`src/rtl/card_pkg.sv`:
```
// ---------------------------------------------------------------------------
// card_pkg -- shared constants for the card eraser.
//   Grid geometry : GRID_X0/GRID_Y0 (pixel origin of card 1), GRID_PITCH
//                   (distance between card origins), CARD_SIZE (edge length
//                   of the square erased per card).
//   FSM encoding  : ST_IDLE, ST_SLOT, ST_ERASE, ST_DONE.
//   slot_code()   : picks the 4-bit card code of one of the three slots.
// ---------------------------------------------------------------------------
package card_pkg;

    localparam int unsigned GRID_X0    = 50;
    localparam int unsigned GRID_Y0    = 30;
    localparam int unsigned GRID_PITCH = 20;
    localparam int unsigned CARD_SIZE  = 16;

    // Pixel counter value of the final pixel of a card.
    localparam logic [7:0] CNT_LAST  = 8'(CARD_SIZE * CARD_SIZE - 1);
    localparam logic [1:0] LAST_SLOT = 2'd2;

    localparam logic [1:0] ST_IDLE  = 2'd0;
    localparam logic [1:0] ST_SLOT  = 2'd1;
    localparam logic [1:0] ST_ERASE = 2'd2;
    localparam logic [1:0] ST_DONE  = 2'd3;

    function automatic logic [3:0] slot_code(input logic [11:0] loc,
                                             input logic [1:0]  slot);
        case (slot)
            2'd0:    return loc[3:0];
            2'd1:    return loc[7:4];
            default: return loc[11:8];
        endcase
    endfunction

endpackage

```
`src/rtl/card_eraser_if.sv`:
```
// ---------------------------------------------------------------------------
// card_eraser_if -- pixel write bus towards the VGA adapter.
//   x      : pixel column (8 bits)
//   y      : pixel row    (7 bits)
//   colour : pixel colour (3 bits)
//   plot   : write enable
//   master : pixel source (the eraser); slave : pixel sink (VGA adapter).
// ---------------------------------------------------------------------------
interface card_eraser_if;

    logic [7:0] x;
    logic [6:0] y;
    logic [2:0] colour;
    logic       plot;

    modport master (output x, y, colour, plot);
    modport slave  (input  x, y, colour, plot);

endinterface

```
`src/rtl/card_loc_decode.sv`:
```
// ---------------------------------------------------------------------------
// card_loc_decode -- maps a card code to the top-left pixel of its card.
//   code   : card code, 1..9 valid, laid out row-major on a 3x3 grid
//   base_x : pixel column of the card's top-left corner
//   base_y : pixel row of the card's top-left corner
//   valid  : code is in 1..9 (base_x/base_y are don't-care otherwise)
// Purely combinational.
// ---------------------------------------------------------------------------
module card_loc_decode
    import card_pkg::*;
(
    input  logic [3:0] code,
    output logic [7:0] base_x,
    output logic [6:0] base_y,
    output logic       valid
);

    logic [1:0] col;
    logic [1:0] row;

    // NOTE: every output of a combinational block gets a default before the
    // case so that no path leaves it unassigned, which would infer a latch.
    always_comb begin
        col   = 2'd0;
        row   = 2'd0;
        valid = 1'b1;
        case (code)
            4'd1: begin col = 2'd0; row = 2'd0; end
            4'd2: begin col = 2'd1; row = 2'd0; end
            4'd3: begin col = 2'd2; row = 2'd0; end
            4'd4: begin col = 2'd0; row = 2'd1; end
            4'd5: begin col = 2'd1; row = 2'd1; end
            4'd6: begin col = 2'd2; row = 2'd1; end
            4'd7: begin col = 2'd0; row = 2'd2; end
            4'd8: begin col = 2'd1; row = 2'd2; end
            4'd9: begin col = 2'd2; row = 2'd2; end
            default: valid = 1'b0;
        endcase
        base_x = 8'(GRID_X0 + GRID_PITCH * 32'(col));
        base_y = 7'(GRID_Y0 + GRID_PITCH * 32'(row));
    end

endmodule

```
`src/rtl/card_eraser.sv`:
```
// ---------------------------------------------------------------------------
// card_eraser -- erases up to three cards from the screen per request.
//   clk          : system clock, rising edge
//   reset_n      : synchronous active-low reset
//   start        : one-cycle request, honoured only while idle
//   locations    : three card codes, slot0=[3:0], slot1=[7:4], slot2=[11:8]
//   new_game     : clears cleared_mask, honoured only while idle
//   vga          : pixel bus (x, y, colour, plot), all registered
//   busy         : high while a request is in progress
//   done         : one-cycle pulse closing a request
//   cleared_mask : bit k-1 set once card k has been erased
//   all_cleared  : every card erased
// For each slot holding a valid code the 16x16 card area is overwritten
// row-major with colour 0, one pixel per cycle; invalid codes are skipped.
// ---------------------------------------------------------------------------
module card_eraser
    import card_pkg::*;
(
    input  logic          clk,
    input  logic          reset_n,
    input  logic          start,
    input  logic [11:0]   locations,
    input  logic          new_game,
    card_eraser_if.master vga,
    output logic          busy,
    output logic          done,
    output logic [8:0]    cleared_mask,
    output logic          all_cleared
);

    logic [1:0]  state_q, state_d;
    logic [1:0]  slot_q,  slot_d;
    logic [7:0]  cnt_q,   cnt_d;
    logic [11:0] loc_q,   loc_d;
    logic [7:0]  x_q,     x_d;
    logic [6:0]  y_q,     y_d;
    logic        plot_q,  plot_d;
    logic        busy_q,  busy_d;
    logic        done_q,  done_d;
    logic [8:0]  mask_q,  mask_d;

    logic [3:0] code;
    logic [7:0] base_x;
    logic [6:0] base_y;
    logic       code_valid;

    // The decoder follows the slot being worked on, so the base stays
    // stable for the whole ERASE phase of that slot.
    assign code = slot_code(loc_q, slot_q);

    card_loc_decode u_decode (
        .code   (code),
        .base_x (base_x),
        .base_y (base_y),
        .valid  (code_valid)
    );

    always_comb begin
        state_d = state_q;
        slot_d  = slot_q;
        cnt_d   = cnt_q;
        loc_d   = loc_q;
        x_d     = x_q;
        y_d     = y_q;
        plot_d  = 1'b0;
        done_d  = 1'b0;
        mask_d  = mask_q;

        case (state_q)
            ST_IDLE: begin
                if (new_game) begin
                    mask_d = '0;
                end
                if (start) begin
                    loc_d   = locations;
                    slot_d  = 2'd0;
                    state_d = ST_SLOT;
                end
            end

            ST_SLOT: begin
                if (code_valid) begin
                    // Outputs are registered, so the first pixel is set up
                    // here to appear together with plot in the first ERASE
                    // cycle.
                    cnt_d   = 8'd0;
                    plot_d  = 1'b1;
                    x_d     = base_x;
                    y_d     = base_y;
                    state_d = ST_ERASE;
                end else if (slot_q == LAST_SLOT) begin
                    done_d  = 1'b1;
                    state_d = ST_DONE;
                end else begin
                    slot_d  = slot_q + 2'd1;
                end
            end

            ST_ERASE: begin
                if (cnt_q == CNT_LAST) begin
                    mask_d[code - 4'd1] = 1'b1;
                    if (slot_q == LAST_SLOT) begin
                        done_d  = 1'b1;
                        state_d = ST_DONE;
                    end else begin
                        slot_d  = slot_q + 2'd1;
                        state_d = ST_SLOT;
                    end
                end else begin
                    cnt_d  = cnt_q + 8'd1;
                    plot_d = 1'b1;
                    x_d    = base_x + {4'b0000, cnt_d[3:0]};
                    y_d    = base_y + {3'b000, cnt_d[7:4]};
                end
            end

            default: begin
                state_d = ST_IDLE;
            end
        endcase

        busy_d = (state_d != ST_IDLE);
    end

    // NOTE: state flops use non-blocking assignments so every flop samples
    // the pre-edge values, independent of statement order.
    always_ff @(posedge clk) begin
        // NOTE: all state, including the latched locations, is reset so an
        // aborted request leaves nothing behind that could leak into the next.
        if (!reset_n) begin
            state_q <= ST_IDLE;
            slot_q  <= 2'd0;
            cnt_q   <= 8'd0;
            loc_q   <= 12'd0;
            x_q     <= 8'd0;
            y_q     <= 7'd0;
            plot_q  <= 1'b0;
            busy_q  <= 1'b0;
            done_q  <= 1'b0;
            mask_q  <= 9'd0;
        end else begin
            state_q <= state_d;
            slot_q  <= slot_d;
            cnt_q   <= cnt_d;
            loc_q   <= loc_d;
            x_q     <= x_d;
            y_q     <= y_d;
            plot_q  <= plot_d;
            busy_q  <= busy_d;
            done_q  <= done_d;
            mask_q  <= mask_d;
        end
    end

    assign vga.x        = x_q;
    assign vga.y        = y_q;
    assign vga.colour   = 3'b000;
    assign vga.plot     = plot_q;
    assign busy         = busy_q;
    assign done         = done_q;
    assign cleared_mask = mask_q;
    assign all_cleared  = &mask_q;

endmodule

```
`src/flat_wrapper.sv`:
```
// flat-port wrapper written by rule: the top's interface ports become plain ports
module card_eraser_flat import card_pkg::*;
  (clk, reset_n, start, locations, new_game, busy, done, cleared_mask, all_cleared, vga_x, vga_y, vga_colour, vga_plot);
  card_eraser_if vga_i ();
  input  logic clk;
  input  logic reset_n;
  input  logic start;
  input  logic [11:0] locations;
  input  logic new_game;
  output logic busy;
  output logic done;
  output logic [8:0] cleared_mask;
  output logic all_cleared;
  output wire logic [$bits(vga_i.x)-1:0] vga_x;
  output wire logic [$bits(vga_i.y)-1:0] vga_y;
  output wire logic [$bits(vga_i.colour)-1:0] vga_colour;
  output wire logic [$bits(vga_i.plot)-1:0] vga_plot;
  assign vga_x = vga_i.x;
  assign vga_y = vga_i.y;
  assign vga_colour = vga_i.colour;
  assign vga_plot = vga_i.plot;
  card_eraser u_core (.clk(clk), .reset_n(reset_n), .start(start), .locations(locations), .new_game(new_game), .vga(vga_i), .busy(busy), .done(done), .cleared_mask(cleared_mask), .all_cleared(all_cleared));
endmodule
```
`config.mk`:
```
export PLATFORM = sky130hd
export DESIGN_NAME = card_eraser_flat
export DESIGN_NICKNAME = d
export VERILOG_FILES = /design/src/rtl/card_pkg.sv /design/src/rtl/card_eraser_if.sv /design/src/rtl/card_loc_decode.sv /design/src/rtl/card_eraser.sv /design/src/flat_wrapper.sv
export SDC_FILE = /design/constraint.sdc
export NUM_CORES = 1
export LEC_CHECK = 0
export ABC_AREA = 1
export BUFFER_PORTS_ARGS = -buffer_cell sky130_fd_sc_hd__clkbuf_2
export CORE_MARGIN = 2
export CORE_UTILIZATION = 30
export DETAILED_ROUTE_END_ITERATION = 10
export GPL_TIMING_DRIVEN = 0
export PLACE_DENSITY_LB_ADDON = 0.15
export SYNTH_ARGS = -nofsm -noshare
export SYNTH_HDL_FRONTEND = slang
export SYNTH_SLANG_ARGS = --single-unit
```
`constraint.sdc`:
```
create_clock -name clk -period 3.5 [get_ports clk]
set_input_delay 0.525 -clock clk [delete_from_list [all_inputs] [get_ports clk]]
set_output_delay 0.525 -clock clk [all_outputs]
set_load 0.02 [all_outputs]
```
==> implementation parameters <==
Parameter                              Value

STA
  Number of max-slew violations in the final report    0
  Final Worst Setup Slack    approximately 270 ps
  Hold violation total from the final report    0
  Worst slew pin tran    between 700 and 800 ps
  Top achievable clock speed    approximately 0.31 GHz
  Setup clock skew after layout    approximately 13 ps
  Final Setup Violations    0
  Period utilisation layout    0.921
  Final setup TNS    0 ps
  Headroom to the max-slew limit    0.526
  Final period demand of the worst path    roughly 3200 ps

Setup path
  Launching point of the worst reg2reg path    u_core.slot_q[0]
  Type of destination of the critical path    flip-flop
  Maximum fanout along the worst path    7
  Cell mode on critical path    nand2_1
  Required @ worst endpoint    between 3000 and 4000 ps
  Chain of cells forming the critical path    inv_1 -> ha_2 -> nor2_4 -> nand2_1 -> nand3_1 -> nor2_4 -> nand2_1 -> nand3_4 -> inv_1 -> ha_1 -> inv_2 -> nand2_4 -> fa_1 -> or2_2 -> a21oi_2 -> nand2_1 -> nand2_1 -> nand3_1 -> nand2_1 -> inv_1
  Origin of the worst setup path    u_core.slot_q[0]
  Startpoint types    flip-flop
  Cell with the largest stage delay on the worst path    fa_1
  Number of cells on the worst reg-to-reg path    20
  Stage delay of the slowest cell on the critical path    ~430 ps
  Arrival @ worst endpoint    between 3000 and 4000 ps
  Startpoint-to-endpoint class of the critical path    reg2reg

Synthesis
  Area leader, netlist    dfxtp_1
  Most common flop cell mapped by yosys    dfxtp_1
  Flip-flop and latch count after synthesis    49
  Post-synthesis instance area    ~2800 µm²
  Yosys top cell area share    0.352
  Syn avg cell area    6.87 µm²
  Post-Synthesis Cells    approximately 410
  Dominant cells by area after synthesis    dfxtp_1 (35%), nand2_1 (13%), nor2_1 (9.2%), ha_1 (7.2%), inv_1 (7.1%)
  Count of flip-flops with a built-in enable after synthesis    0
  Part of the Yosys area used for sequential elements    0.352
  Yosys synthesis warning count    0
  Share of async-settable or async-resettable flops after synthesis    0
  Count of unique library cells instantiated by Yosys    39

Pwr
  Sequential fraction of design power    0.269
  Part of the total power dissipated in the clock network    0.124
  Leak    between 0.0015 and 0.002 µW
  Maximum vdd ir drop    roughly 0.28 mV
  Switching share of total power    0.493
  Internal power consumption    1440 µW
  Pwr per Cell Area    between 800 and 900 nW/µm²
  Share of power burned in combinational logic    0.607
  Switching power summed over all nets    1400 µW

CTS
  Clock tree from TritonCTS    yes
  Cell chosen for the clock root    clkbuf_8
  Worst-case clock buffer depth    2
  Clk slew on worst S/H paths    between 100 and 150 ps
  Clock sink total    a little under 50
  Deepest level of the CTS H-tree    2
  Insertion delay of the later-clocked pin in the worst-skew pair    310 ps
  Clock buffer count from CTS    5

Placement
  Dpl ws    -67.2 ps
  HPWL after detailed placement    a little over 5000 µm
  Number of buffer cells added on primary ports    42
  Final Wtd Congestion    roughly 0.79
  Number of cells after detailed placement    ~560
  Instance area after placement    3140 µm²

Floorplan
  Std-Cell Core Area    9110 µm²
  Die footprint    a little over 10000 µm²
  Number of placement rows    35
  Number of ports placed on the die boundary    47
  Die height    approximately 100 µm
  Die W    roughly 100 µm
  Starting density of the core    0.306

Global route
  Total track usage    0.142
  Pin count of the biggest net entering global routing    17
  Grt ovf    0
  Number of global-route vias before repair    roughly 2.4k
  Antenna violations before repair    0
  Wire length of the first global-routing pass    approximately 11000 µm

Min path
  Class of the most critical hold timing path    in2reg
  Worst hold start    locations[2]
  Worst hold path stage count    3

Run status
  Outcome    finished clean

Finish
  Fraction of final layout cells sized beyond drive strength 1    0.197
  Number of fillers in the final layout    roughly 1.0k
  Final standard cell count with taps included and fillers excluded    ~570
  Final design area excluding fillers    between 3000 and 4000 µm²
  Reg area    around 980 µm²
  Area grow syn2layout    19.7%
  Layout Utilization    0.366
  Count of antenna diodes in the layout    0
  Area taken by multi-input logic gates    1570 µm²
  # nets final    a little under 500

Drt
  Routed met1 length    roughly 3500 µm
  Wire length on met3    ~290 µm
  Drt pass-1 iters    4
  Top Metal Used    met4
  Total number of vias    2635
  Met2 Wirelength    roughly 3000 µm
  Wire per inst    12.0 µm
  Number of nets with antenna violations after routing    0
  Detailed Route Iter0 Violations    88
  Residual DRC count    0
  Ratio of routed vias to standard cells    between 4 and 5
  Wirelength, routed    6910 µm

Flow run
  Number of maximum-capacitance constraint violations    0
-- cells in the mapped netlist, drive strengths merged (2+ instances only) --
cell	number
nand2	96
nor2	70
inv	55
dfxtp	49
nand3	25
a21oi	24
o21ai	23
ha	16
buf	10
a31oi	6
nand4	6
xor2	5
clkbuf	4
fa	2
mux2i	2
nor3	2
-- placed cells by master, fill, tap and decap left out, types with 2 or more instances in the layout --
cell        instances
nand2_2             2
conb_1              3
xor2_1              5
o21ai_0            18
ha_1               14
clkinvlp_4          3
mux2i_1             2
clkbuf_2           42
nor2_1             64
fa_1                2
nand3_2             4
nand3_4             2
a31oi_1             6
clkbuf_1            4
nand3_1            19
buf_6               3
clkbuf_8            5
nand4_1             6
a21oi_1            22
nor3_1              2
ha_2                2
a21oi_2             2
nor2_4              5
o21ai_1             4
inv_2               3
inv_1              52
dfxtp_2             2
dfxtp_1            47
buf_4              10
nand2_1            93
-- per-stage QoR --
step	power, µW	hold WS, ps
5_1_grt	3130	465
3_3_place_gp	2360	456
2_1_floorplan	1980	455
6_report	2830	457
3_5_place_dp	2370	461
4_1_cts	2750	455
-- power by group through the flow --
stage | Combinational [µW] | Sequential (µW) | Clock [µW]
detailed placement | 1600 | 775 | 0
global route | 1960 | 778 | 385
finish | 1720 | 763 | 351
CTS | 1620 | 762 | 367
global placement | 1580 | 773 | 0
floorplan | 1150 | 831 | 0
-- path summary, 6_finish.rpt --
check,endpoint,slack (ps)
hold / removal,u_core.loc_q[2],460
setup reg to reg,u_core.vga.x[5],270
setup / recovery,u_core.vga.x[5],270
hold reg to reg,u_core.vga.x[6],470
-- worst max-delay path, delay by kind of cell (launching register included) --
kind	cells	cell delay (ps)
adder cells (fa/ha/maj)	3	900
AO/OA/AOI/OAI	1	160
AND/OR/NAND/NOR	12	1440
flip-flops	1	340
buffers and inverters	4	270
-- flip-flops by register name (all words and copies together), names as in the netlist --
name,flops
u_core.done,1
u_core.slot_q,2
u_core.vga.plot,1
u_core.loc_q,12
u_core.cnt_q,6
u_core.busy,1
u_core.cleared_mask,9
u_core.vga.y,7
u_core.vga.x,8
u_core.state_q,2
-- layer usage --
layer	track usage	vias to the layer above
met3	0.0348	6
met4	0.0348	0
met1	0.193	1199
met5	0	-
met2	0.225	41
li1	-	1389
-- logic make-up (layout without fill, tap and decap cells) --
logic type      count (synthesis)  count (layout)  share of synthesized area
simple gates                  202             202                      0.309
buf+inv                        70             125                      0.110
compound gates                 58              58                      0.116
flops                          49              49                      0.352
fa+ha+maj                      18              18                     0.0862
xor+xnor                        6               6                     0.0189
mux                             2               2                    0.00718
other cells                     1               3                    0.00135
-- final cells by class --
type,count,share of cell area
Multi-Input combinational cell,289,0.471
Sequential cell,49,0.295
Timing Repair Buffer,47,0.0742
Inverter,56,0.0630
Tap cell,111,0.0416
Buffer,14,0.0285
Clock buffer,5,0.0206
Clock inverter,3,0.00675
-- timing repair --
| item | in CTS | in global routing |
|---|---|---|
| gates resized for setup | 3 | 15 |
| setup endpoints to repair | 2 | 4 |
| cloned | 0 | 0 |
| hold endpoints to repair | 0 | 0 |
| pin swaps | 1 | 4 |
| hold buffers | 0 | 0 |
| buffers inserted | 0 | 5 |
Power figures use the tool's default switching activity.
